**src/rtl/mix_columns_iter.sv**
```systemverilog
// Column-serial AES forward MixColumns engine.
// A 128-bit state is accepted in IDLE, its four 32-bit columns are transformed
// one per clock through a single GF(2^8) column datapath in COMPUTE, and the
// result is presented in DONE until the downstream takes it.
//
// Handshake (both sides): a transfer happens on a rising edge where valid and
// ready are both high. The producer holds data and valid stable until that edge;
// ready never depends combinationally on valid.
module mix_columns_iter #(
  parameter int NUM_COLS = 4,
  parameter int COL_W    = 32
) (
  input  logic                      clk,
  input  logic                      rst,
  input  logic                      in_valid,
  output logic                      in_ready,
  input  logic [NUM_COLS*COL_W-1:0] in_state,
  input  logic                      in_skip,
  output logic                      out_valid,
  input  logic                      out_ready,
  output logic [NUM_COLS*COL_W-1:0] out_state,
  output logic                      busy
);

  localparam int STATE_W = NUM_COLS * COL_W;

  typedef enum logic [1:0] {
    IDLE    = 2'd0,
    COMPUTE = 2'd1,
    DONE    = 2'd2
  } state_e;

  state_e             state_q, state_d;
  logic [1:0]         col_q, col_d;
  logic [STATE_W-1:0] work_q, work_d;
  logic               skip_q, skip_d;
  logic               out_valid_q, out_valid_d;
  logic [STATE_W-1:0] out_state_q, out_state_d;
  logic [COL_W-1:0]   col_in, col_out;

  // Multiply by x in GF(2^8) modulo the AES polynomial.
  function automatic logic [7:0] xtime(input logic [7:0] b);
    return {b[6:0], 1'b0} ^ (b[7] ? 8'h1b : 8'h00);
  endfunction

  // Forward MixColumns on one column, s0 in the MSB byte.
  function automatic logic [31:0] mix_col(input logic [31:0] c);
    logic [7:0] s0, s1, s2, s3;
    logic [7:0] d0, d1, d2, d3;
    s0 = c[31:24];
    s1 = c[23:16];
    s2 = c[15:8];
    s3 = c[7:0];
    d0 = xtime(s0);
    d1 = xtime(s1);
    d2 = xtime(s2);
    d3 = xtime(s3);
    return {d0 ^ (d1 ^ s1) ^ s2 ^ s3,
            s0 ^ d1 ^ (d2 ^ s2) ^ s3,
            s0 ^ s1 ^ d2 ^ (d3 ^ s3),
            (d0 ^ s0) ^ s1 ^ s2 ^ d3};
  endfunction

  // Select the column addressed by the counter; column 0 is the top word.
  always_comb begin
    col_in = work_q[127:96];
    case (col_q)
      2'd0: col_in = work_q[127:96];
      2'd1: col_in = work_q[95:64];
      2'd2: col_in = work_q[63:32];
      2'd3: col_in = work_q[31:0];
      default: col_in = work_q[127:96];
    endcase
  end

  // The skip path still takes the full four column steps so latency is fixed.
  always_comb begin
    col_out = skip_q ? col_in : mix_col(col_in);
  end

  // Next-state and datapath update for the three-state sequencer.
  always_comb begin
    state_d     = state_q;
    col_d       = col_q;
    work_d      = work_q;
    skip_d      = skip_q;
    out_valid_d = out_valid_q;
    out_state_d = out_state_q;
    case (state_q)
      IDLE: begin
        if (in_valid) begin
          work_d  = in_state;
          skip_d  = in_skip;
          col_d   = 2'd0;
          state_d = COMPUTE;
        end
      end
      COMPUTE: begin
        case (col_q)
          2'd0: work_d[127:96] = col_out;
          2'd1: work_d[95:64]  = col_out;
          2'd2: work_d[63:32]  = col_out;
          2'd3: work_d[31:0]   = col_out;
          default: work_d = work_q;
        endcase
        col_d = col_q + 2'd1;
        if (col_q == 2'd3) begin
          // Separate output register keeps out_state steady after the block
          // leaves, even once the work register is reloaded.
          out_state_d = work_d;
          out_valid_d = 1'b1;
          state_d     = DONE;
        end
      end
      DONE: begin
        if (out_ready) begin
          out_valid_d = 1'b0;
          state_d     = IDLE;
        end
      end
      default: state_d = IDLE;
    endcase
  end

  // State registers; reset abandons any block in flight.
  always_ff @(posedge clk) begin
    if (rst) begin
      state_q     <= IDLE;
      col_q       <= 2'd0;
      work_q      <= '0;
      skip_q      <= 1'b0;
      out_valid_q <= 1'b0;
      out_state_q <= '0;
    end else begin
      state_q     <= state_d;
      col_q       <= col_d;
      work_q      <= work_d;
      skip_q      <= skip_d;
      out_valid_q <= out_valid_d;
      out_state_q <= out_state_d;
    end
  end

  assign in_ready  = (state_q == IDLE);
  assign busy      = (state_q != IDLE);
  assign out_valid = out_valid_q;
  assign out_state = out_state_q;

endmodule

```
**config.mk**
```make
export PLATFORM = sky130hd
export DESIGN_NAME = mix_columns_iter
export DESIGN_NICKNAME = d
export VERILOG_FILES = /design/src/rtl/mix_columns_iter.sv
export SDC_FILE = /design/constraint.sdc
export NUM_CORES = 1
export LEC_CHECK = 0
export CORE_AREA = 2 2 205 207
export DETAILED_ROUTE_END_ITERATION = 8
export DIE_AREA = 0 0 207 209
export HOLD_SLACK_MARGIN = 0.02
export PLACE_DENSITY_LB_ADDON = 0.15
export REMOVE_ABC_BUFFERS = 1
export SKIP_LAST_GASP = 1
export SYNTH_ARGS = -nofsm -noshare
export SYNTH_HDL_FRONTEND = slang
export SYNTH_SLANG_ARGS = --single-unit
```
**constraint.sdc**
```tcl
create_clock -name clk -period 5.2 [get_ports clk]
set_input_delay 0.78 -clock clk [delete_from_list [all_inputs] [get_ports clk]]
set_output_delay 0.78 -clock clk [all_outputs]
set_load 0.01 [all_outputs]
```
==> After elaboration in Yosys (flattened, before gate mapping) <==
Index checks and enable logic that the tools add are counted.
{ "classes": {"add_sub_neg": 1, "n_eq_ne": 8, "muxes": 21, "n_bitwise": 20, "reduce_logical": 10} }
{ "ops": {"columns": ["operator", "count"], "rows": [
  ["one-hot mux 128 bit (2 select lines)", 1],
  ["2-to-1 mux 32 bit", 5],
  ["2-to-1 mux 128 bit", 1],
  ["one-hot mux 32 bit (4 select lines)", 1],
  ["XOR 8 bit", 16],
  ["XOR 8 x 5 -> 8 bit", 4],
  ["2-to-1 mux 5 bit", 4],
  ["2-to-1 mux 2 bit", 4],
  ["equality test 2 bit (second input constant)", 3],
  ["inequality test 2 bit (second input constant)", 3],
  ["one-hot mux 2 bit (3 select lines)", 1],
  ["AND reduction 2 bit", 3],
  ["AND reduction 3 bit", 2],
  ["nonzero test 2 bit", 3],
  ["equality test 2 x 1 -> 1 bit (second input constant)", 2],
  ["zero test 2 bit", 2],
  ["one-hot mux 2 bit (2 select lines)", 1],
  ["adder 2 x 1 -> 2 bit (second input constant)", 1],
  ["2-to-1 mux 1 bit", 2],
  ["one-hot mux 1 bit (2 select lines)", 1]
]} }
{ "word_totals": {"ff_bits": 262, "word_cells": 66} }

==> Logic depth before layout (Yosys ltp) <==
Gate-level depths: netlist of run 1.
{ "depth": {"word_depth": 11, "mapped_depth": 14, "ltp_nobuf": 9} }

==> Least setup slack after synthesis of run 1 <==
No wires, ideal clock.
{ "synth_path": {"path_kind": "register -> register", "from": "reg col_q[1]", "to": "reg work_q[95]", "arrival_time_ns": 2.979, "required_ns": 5.130, "setup_slack_ns": 2.150, "stages_incl_launch_ff": 13, "path_buffers": 3, "synth_period_minus_slack_ns": 3.050, "cell_sequence": "dfxtp_1 -> inv_1 -> ha_1 -> buf_6 -> buf_6 -> clkbuf_1 -> a222oi_1 -> xor2_1 -> a21oi_1 -> xor3_1 -> o21ai_0 -> nand2_1 -> a21oi_1"} }
{ "synth_between": {"elab_chain_len": 10, "word_cells_on_any_way": 14} }
{ "synth_lines": {"columns": ["item", "line", "rtl"], "rows": [
  ["start, declared", "34", "logic [1:0] col_q, col_d;"],
  ["start signal, assigned", "136", "col_q <= col_d;"],
  ["equality test 2 bit (tied with other cells)", "67", "case (col_q)"],
  ["one-hot mux 32 bit (4 select lines)", "67", null],
  ["XOR 8 x 5 -> 8 bit", "43", "return {b[6:0], 1'b0} ^ (b[7] ? 8'h1b : 8'h00);"],
  ["XOR 8 bit (4 in a row)", "58", "return {d0 ^ (d1 ^ s1) ^ s2 ^ s3,"],
  ["2-to-1 mux 32 bit", "78", "col_out = skip_q ? col_in : mix_col(col_in);"],
  ["2-to-1 mux 32 bit *", "99", "case (col_q)"],
  ["one-hot mux 128 bit (2 select lines) *", "89", "case (state_q)"],
  ["end signal, assigned", "137", "work_q <= work_d;"],
  ["end, declared", "35", "logic [STATE_W-1:0] work_q, work_d;"]
]} }
Mark *: on every way between the ends. The rest lies on a longest branch, timed or not.
A chain may end at the register's enable or synchronous reset.

==> Worst setup path after layout of run 1 <==
{ "layout_path": {"from": "reg col_q[1]", "to": "reg work_q[84]"} }
{ "layout_between": {"elab_chain_len": 10, "word_cells_on_any_way": 16} }
{ "layout_lines": {"columns": ["item", "line", "rtl"], "rows": [
  ["equality test 2 bit (tied with other cells)", "67", null],
  ["one-hot mux 32 bit (4 select lines)", "67", null],
  ["2-to-1 mux 5 bit", "43", null],
  ["XOR 8 x 5 -> 8 bit", "43", null],
  ["XOR 8 bit (3 in a row)", "59", "s0 ^ d1 ^ (d2 ^ s2) ^ s3,"],
  ["2-to-1 mux 32 bit", "78", null],
  ["2-to-1 mux 32 bit *", "99", null],
  ["one-hot mux 128 bit (2 select lines) *", "89", null]
]} }
Marks and branches as above.

==> results by group, run 1 <==
Timing
  • Worst rel slew slack: 19.49%
  • Fin crit period: 4.004 ns
  • Max-slew violation count: 0
  • Fin crit share: 77.00%
  • Worst setup margin: 1.196 ns
  • Setup TNS: 0 ns
  • Worst slew pin tran: 1.208 ns
  • Max Clock Skew: 0.01122 ns
  • Maximum clock rate: 249.8 MHz
  • Final hold vios: 0
  • Fin Hold WS: 0.4512 ns
  • RSZ-0062 raised after global routing: false
  • Setup violators final: 0

Power and ir drop
  • Sequential fraction of design power: 32.7%
  • Switching power total: 2.610 mW
  • Pwr/cell area: 373.8 nW/um^2
  • Worst vdd ir: 0.0001750 V
  • Int Pwr: 4.390 mW
  • Switch share: 37.28%
  • Tot Pwr: 7.000 mW
  • Leak: 6.731 nW
  • Clk pwr share: 31.4%
  • Part of the power in combinational logic: 35.9%

Clocking
  • Hold_buf cts: 0
  • Inserted Clock Buffers: 29
  • Total number of H-tree levels: 1
  • Post-CTS sizing: 0
  • Clk_lat worst skew: 0.57 ns
  • Sink Count: 262
  • Post-CTS Setup Inserts: 0
  • Reg clk slew, reported paths: 0.07 ns
  • Clock root cell: clkbuf_16
  • CTS Buffer Depth: 3
  • CTS tree: yes

Synthesis
  • Yosys reg bits: 262
  • Share of the synthesized area in the top cell type: 35.83%
  • FFs w/ async S/R, synth: 0%
  • Mean Syn Cell Area: 7.636 um^2
  • Most used flip-flop cell after synthesis: dfxtp_1
  • Leading post-synthesis cells by cell area: dfxtp_1, a21oi_1, o21ai_0
  • Synth area leader: dfxtp_1
  • Synth Cell Area: 14640 um^2
  • Post-synth EDFFs: 0
  • Gate Count Post-Synth: 1917
  • Synth cell types: 66
  • YS warnings: 0
  • Seq/Total Area, Yosys: 35.83%

Setup path
  • CP max stage delay: 0.91 ns
  • CP startpoint: col_q[1]
  • Crit Path Class: reg -> reg
  • Req. time, crit path: 5.66 ns
  • Cell chain of the critical path: inv_1 -> ha_2 -> buf_4 -> a222oi_1 -> xnor2_1 -> xnor2_1 -> a21oi_1 -> xnor2_1 -> mux2i_1 -> a2111oi_1
  • WP data arrival: 4.47 ns
  • Slowest CP cell: a222oi_1
  • Most used cell, CP: xnor2_1
  • Critical R2R Launch: col_q[1]
  • CP startpoint kind: register
  • CP Capture Type: register
  • Crit path max fanout: 29

Drt
  • Final ANT Viol Nets: 0
  • Final Routed Wirelength: 60.03 mm
  • Total number of vias: 15410
  • Initial DRT Pass Iterations: 8
  • Initial DRC Count: 1627
  • Wire per inst: 22.70 um
  • Detailed-route DRC error count: 0
  • Via-to-Cell Ratio: 5.827

Global routing
  • Vias in the first global route: 14480
  • Largest net degree at the start of global routing: 81
  • Global Route Usage Sum: 26.64%
  • First-pass GRT wire length: 90.71 mm
  • Total grt overflow: 0
  • Initial antenna violation count: 2

Finish
  • Final Non-Filler Cells: 2644
  • P&R area growth vs syn: 27.93%
  • Commonest non-fill, non-tap cell in the layout: clkdlybuf4s50_1
  • Share of post-route cells with drive strength above 1: 6.277%
  • Nets: 2220
  • Layout Utilization: 45.35%
  • Fin area: 18730 um^2
  • Most frequent cells in the layout: clkdlybuf4s50_1, dfxtp_1, nand2_1, nor2_1, a21oi_1

Die
  • Die Area: 43260 um^2
  • Rows: 75
  • Die H: 209 um
  • I/O pin count: 264
  • Core Area: 41290 um^2
  • Die width: 207 um
  • Initial core utilization: 35.45%

Run
  • Max-cap violations: 0

Status
  • Status: completed

Place
  • GP Congestion: 0.8767
  • Placement Setup Slack: 1.260 ns
  • Dpl cell area: 17730 um^2
  • Hpwl dp: 40.26 mm
  • Cells after DPL: 2590
  • Port bufs: 263

Hold path
  • Hold Crit Class: reg -> reg
  • Hold_sp: out_state[7]
[critical path, delay by kind of cell (launching register included)]
kind,cells,cell delay (ns)
AO/OA/AOI/OAI,3,1.38
XOR/XNOR,3,0.97
adder cells (fa/ha/maj),1,0.45
buffers and inverters,2,0.45
flip-flops,1,0.39
multiplexers,1,0.26
[sequential cells by signal, indices dropped and copies added (netlist names)]
| name | cells |
|---|---|
| out_valid | 1 |
| skip_q | 1 |
| out_state | 128 |
| state_q | 2 |
| work_q | 128 |
| col_q | 2 |
[kinds of logic after synthesis]
| kind of cell | share of synthesized area [%] |
|---|---|
| AO/OA/AOI/OAI | 28.35 |
| XOR/XNOR | 9.676 |
| adder cells (fa/ha/maj) | 0.4274 |
| buffers and inverters | 5.556 |
| flip-flops | 35.83 |
| multiplexers | 1.932 |
| AND/OR/NAND/NOR | 18.22 |
[worst paths after layout]
check / endpoint / slack (ns) / cells after the start
worst max register to register: work_q[84] / 1.20 / 10
worst min register to register: out_state[7] / 0.45 / 2
worst min-delay path: out_state[7] / 0.45 / 2
worst max-delay path: work_q[84] / 1.20 / 10
[synth_stat cells, types with 27 or more instances]
cell and n:
dfxtp_1 262, a211oi_1 30, a31oi_1 34, o22ai_1 35, nand2_1 226, nor2_1 218
xor2_1 40, clkbuf_1 147, buf_1 30, a22oi_1 33, nand3_1 69, o21ai_0 173
xnor2_1 89, a21oi_1 175, a222oi_1 27, a2111oi_0 27
[final cells by class]
class                      instances  area [um^2]
sequential                       262         5246
fill                            4191        22560
tap                              539        674.4
multi-input combinational       1444         8622
inverter                          27        103.9
clock buffer                      40        827.0
clock inverter                    12        167.7
timing repair buffer             318         3080
antenna                            2        5.005
[power by group through the flow]
| stage | registers [mW] | clock network, mW | logic (mW) |
|---|---|---|---|
| after CTS | 2.28 | 2.22 | 2.49 |
| after global placement | 2.33 | 0 | 2.45 |
| final | 2.29 | 2.20 | 2.51 |
| after detailed placement | 2.33 | 0 | 2.48 |
| after global routing | 2.30 | 2.30 | 2.74 |
| after floorplan | 2.28 | 0 | 1.66 |
[metal layers]
layer	wire length [um]	share of wire, %	GRT usage, %
met1	27050	45	37.91
met2	26380	44	40.71
met3	4729	7.9	4.178
met4	1871	3.1	9.557
met5	0	0	0
No activity file was read; power rests on OpenSTA's default activity.
==> inputs of run 2 (changes only) <==
==> constraint.sdc (replaced) <==
create_clock -name clk -period 3.7 [get_ports clk]
set_input_delay 0.555 -clock clk [delete_from_list [all_inputs] [get_ports clk]]
set_output_delay 0.555 -clock clk [all_outputs]
set_load 0.01 [all_outputs]
==> results by group, run 2 (synthesis results as in run 1) <==
Setup path
  • Crit path max fanout: 48 (was 29)
  • CP max stage delay: 0.58 ns (was 0.91 ns)
  • Req. time, crit path: 4.15 ns (was 5.66 ns)
  • Crit-path leading delay family: compound AO/OA/AOI/OAI gates (unchanged)
  • CP startpoint kind: register (unchanged)
  • Cell chain of the critical path: inv_1 -> ha_2 -> buf_12 -> a222oi_1 -> xor2_1 -> xnor2_1 -> o21ai_1 -> xnor2_1 -> o21ai_1 -> a2111oi_0 (was inv_1 -> ha_2 -> buf_4 -> a222oi_1 -> xnor2_1 -> xnor2_1 -> a21oi_1 -> xnor2_1 -> mux2i_1 -> a2111oi_1)
  • WP data arrival: 3.88 ns (was 4.47 ns)
  • Worst path bufs/invs: 2 (unchanged)
  • CP Capture Type: register (unchanged)
  • Crit Path Class: reg -> reg (unchanged)
  • Slowest CP cell: a222oi_1 (unchanged)

Timing
  • Final hold vios: 0 (unchanged)
  • Fin crit period: 3.431 ns (was 4.004 ns)
  • Worst rel slew slack: 27.59% (was 19.49%)
  • Max Clock Skew: 0.01350 ns (was 0.01122 ns)
  • Max-slew violation count: 0 (unchanged)
  • RSZ-0062 raised after global routing: false (unchanged)
  • Worst slew pin tran: 1.086 ns (was 1.208 ns)
  • Fin Hold WS: 0.4615 ns (was 0.4512 ns)
  • Maximum clock rate: 291.5 MHz (was 249.8 MHz)
  • Fin crit share: 92.72% (was 77.00%)
  • Setup violators final: 0 (unchanged)

Clocking
  • Inserted Clock Buffers: 30 (was 29)
  • Hold_buf cts: 0 (unchanged)
  • CTS Buffer Depth: 3 (unchanged)
  • Clock root cell: clkbuf_16 (unchanged)
  • CTS tree: yes (unchanged)
  • Reg clk slew, reported paths: 0.06 ns (was 0.07 ns)
  • Clk_lat worst skew: 0.58 ns (was 0.57 ns)
  • Total number of H-tree levels: 1 (unchanged)
  • Sink Count: 262 (unchanged)

Global routing
  • Total grt overflow: 0 (unchanged)
  • Vias in the first global route: 14980 (was 14480)
  • Largest net degree at the start of global routing: 109 (was 81)
  • First-pass GRT wire length: 92.34 mm (was 90.71 mm)
  • Initial antenna violation count: 1 (was 2)
  • Global Route Usage Sum: 26.95% (was 26.64%)

Die
  • Die width: 207 um (unchanged)
  • Rows: 75 (unchanged)
  • I/O pin count: 264 (unchanged)
  • Core Area: 41290 um^2 (unchanged)
  • Die Area: 43260 um^2 (unchanged)
  • Die H: 209 um (unchanged)
  • Initial core utilization: 35.45% (unchanged)

Finish
  • Fin area: 19170 um^2 (was 18730 um^2)
  • Commonest non-fill, non-tap cell in the layout: clkdlybuf4s50_1 (unchanged)
  • Share of post-route cells with drive strength above 1: 8.577% (was 6.277%)
  • P&R area growth vs syn: 30.94% (was 27.93%)
  • Antenna Cells: 0 (was 2)
  • Nets: 2275 (was 2220)
  • Most frequent cells in the layout: clkdlybuf4s50_1, dfxtp_1, nand2_1, nor2_1, a21oi_1 (unchanged)

Place
  • GP Congestion: 0.9179 (was 0.8767)
  • Port bufs: 263 (unchanged)
  • Hpwl dp: 41.76 mm (was 40.26 mm)
  • Dpl cell area: 18160 um^2 (was 17730 um^2)

Drt
  • Detailed-route DRC error count: 0 (unchanged)
  • Final Routed Wirelength: 60.90 mm (was 60.03 mm)
  • Via-to-Cell Ratio: 5.823 (was 5.827)
  • Initial DRT Pass Iterations: 6 (was 8)
  • Initial DRC Count: 1650 (was 1627)
  • Wire per inst: 22.59 um (was 22.70 um)
  • Total number of vias: 15700 (was 15410)
  • Final ANT Viol Nets: 0 (unchanged)

Power and ir drop
  • Leak: 7.005 nW (was 6.731 nW)
  • Pwr/cell area: 521.3 nW/um^2 (was 373.8 nW/um^2)
  • Worst vdd ir: 0.0002754 V (was 0.0001750 V)

Run
  • Max-cap violations: 0 (unchanged)

Hold path
  • Hold Crit Class: reg -> reg (unchanged)

Status
  • Status: completed (unchanged)
## run 2: worst paths after layout
kind / start / endpoint / slack (ns) / cells after the start
worst min-delay path: out_state[23] / out_state[23] / 0.46 / 2
worst max register to register: col_q[1] / work_q[61] / 0.27 / 10
worst min register to register: out_state[23] / out_state[23] / 0.46 / 2
worst max-delay path: col_q[1] / work_q[61] / 0.27 / 10
## run 2: what timing repair did
item | CTS | global route
gates resized for setup | 0 | 3
endpoints found under the setup margin | 0 | 15
buffers inserted | 0 | 3
## run 2: per-layer routing
metal	GRT usage (%)	wire length (um)	up-vias
li1	-	-	7340
met1	37.46	26870	7522
met5	0	11	-
met2	42.46	27220	709
met4	8.867	1969	2
met3	4.494	4832	126
## run 2: stage by stage
stage	TNS (ns)	cells	setup slack, ns	utilization, %	total power, mW
floorplan	-574.52	1733	-3.985	-	5.541
global placement	0	2641	0.1652	43.98	6.941
detailed placement	0	2641	0.03780	43.98	6.983
CTS	0	2693	0.03422	46.32	9.973
global route	0	2696	0.02816	46.42	10.47
finish	0	2696	0.2692	46.42	9.991
## run 2: worst register-to-register path, cell delays in order, from the launching register on
cell and delay (ns):
dfxtp_1 0.41, inv_1 0.12, ha_2 0.27, buf_12 0.22, a222oi_1 0.59, xor2_1 0.39
xnor2_1 0.17, o21ai_1 0.11, xnor2_1 0.33, o21ai_1 0.25, a2111oi_0 0.45
## run 2: power breakdown
group | total [mW] | switching, mW | internal, mW
Sequential | 3.22 | 0.222 | 3.00
Combinational | 3.77 | 2.28 | 1.49
Clock | 3.00 | 1.27 | 1.73
Total | 9.99 | 3.77 | 6.22
## run 2: layout make-up
class | instances | area [um^2]
fillers | 4157 | 22120
multi-input cells | 1444 | 8641
flip-flops and latches | 262 | 5246
repair buffers | 372 | 3536
clock buffers | 45 | 898.4
well taps | 539 | 674.4
inverters | 27 | 103.9
clock inverters | 7 | 67.56
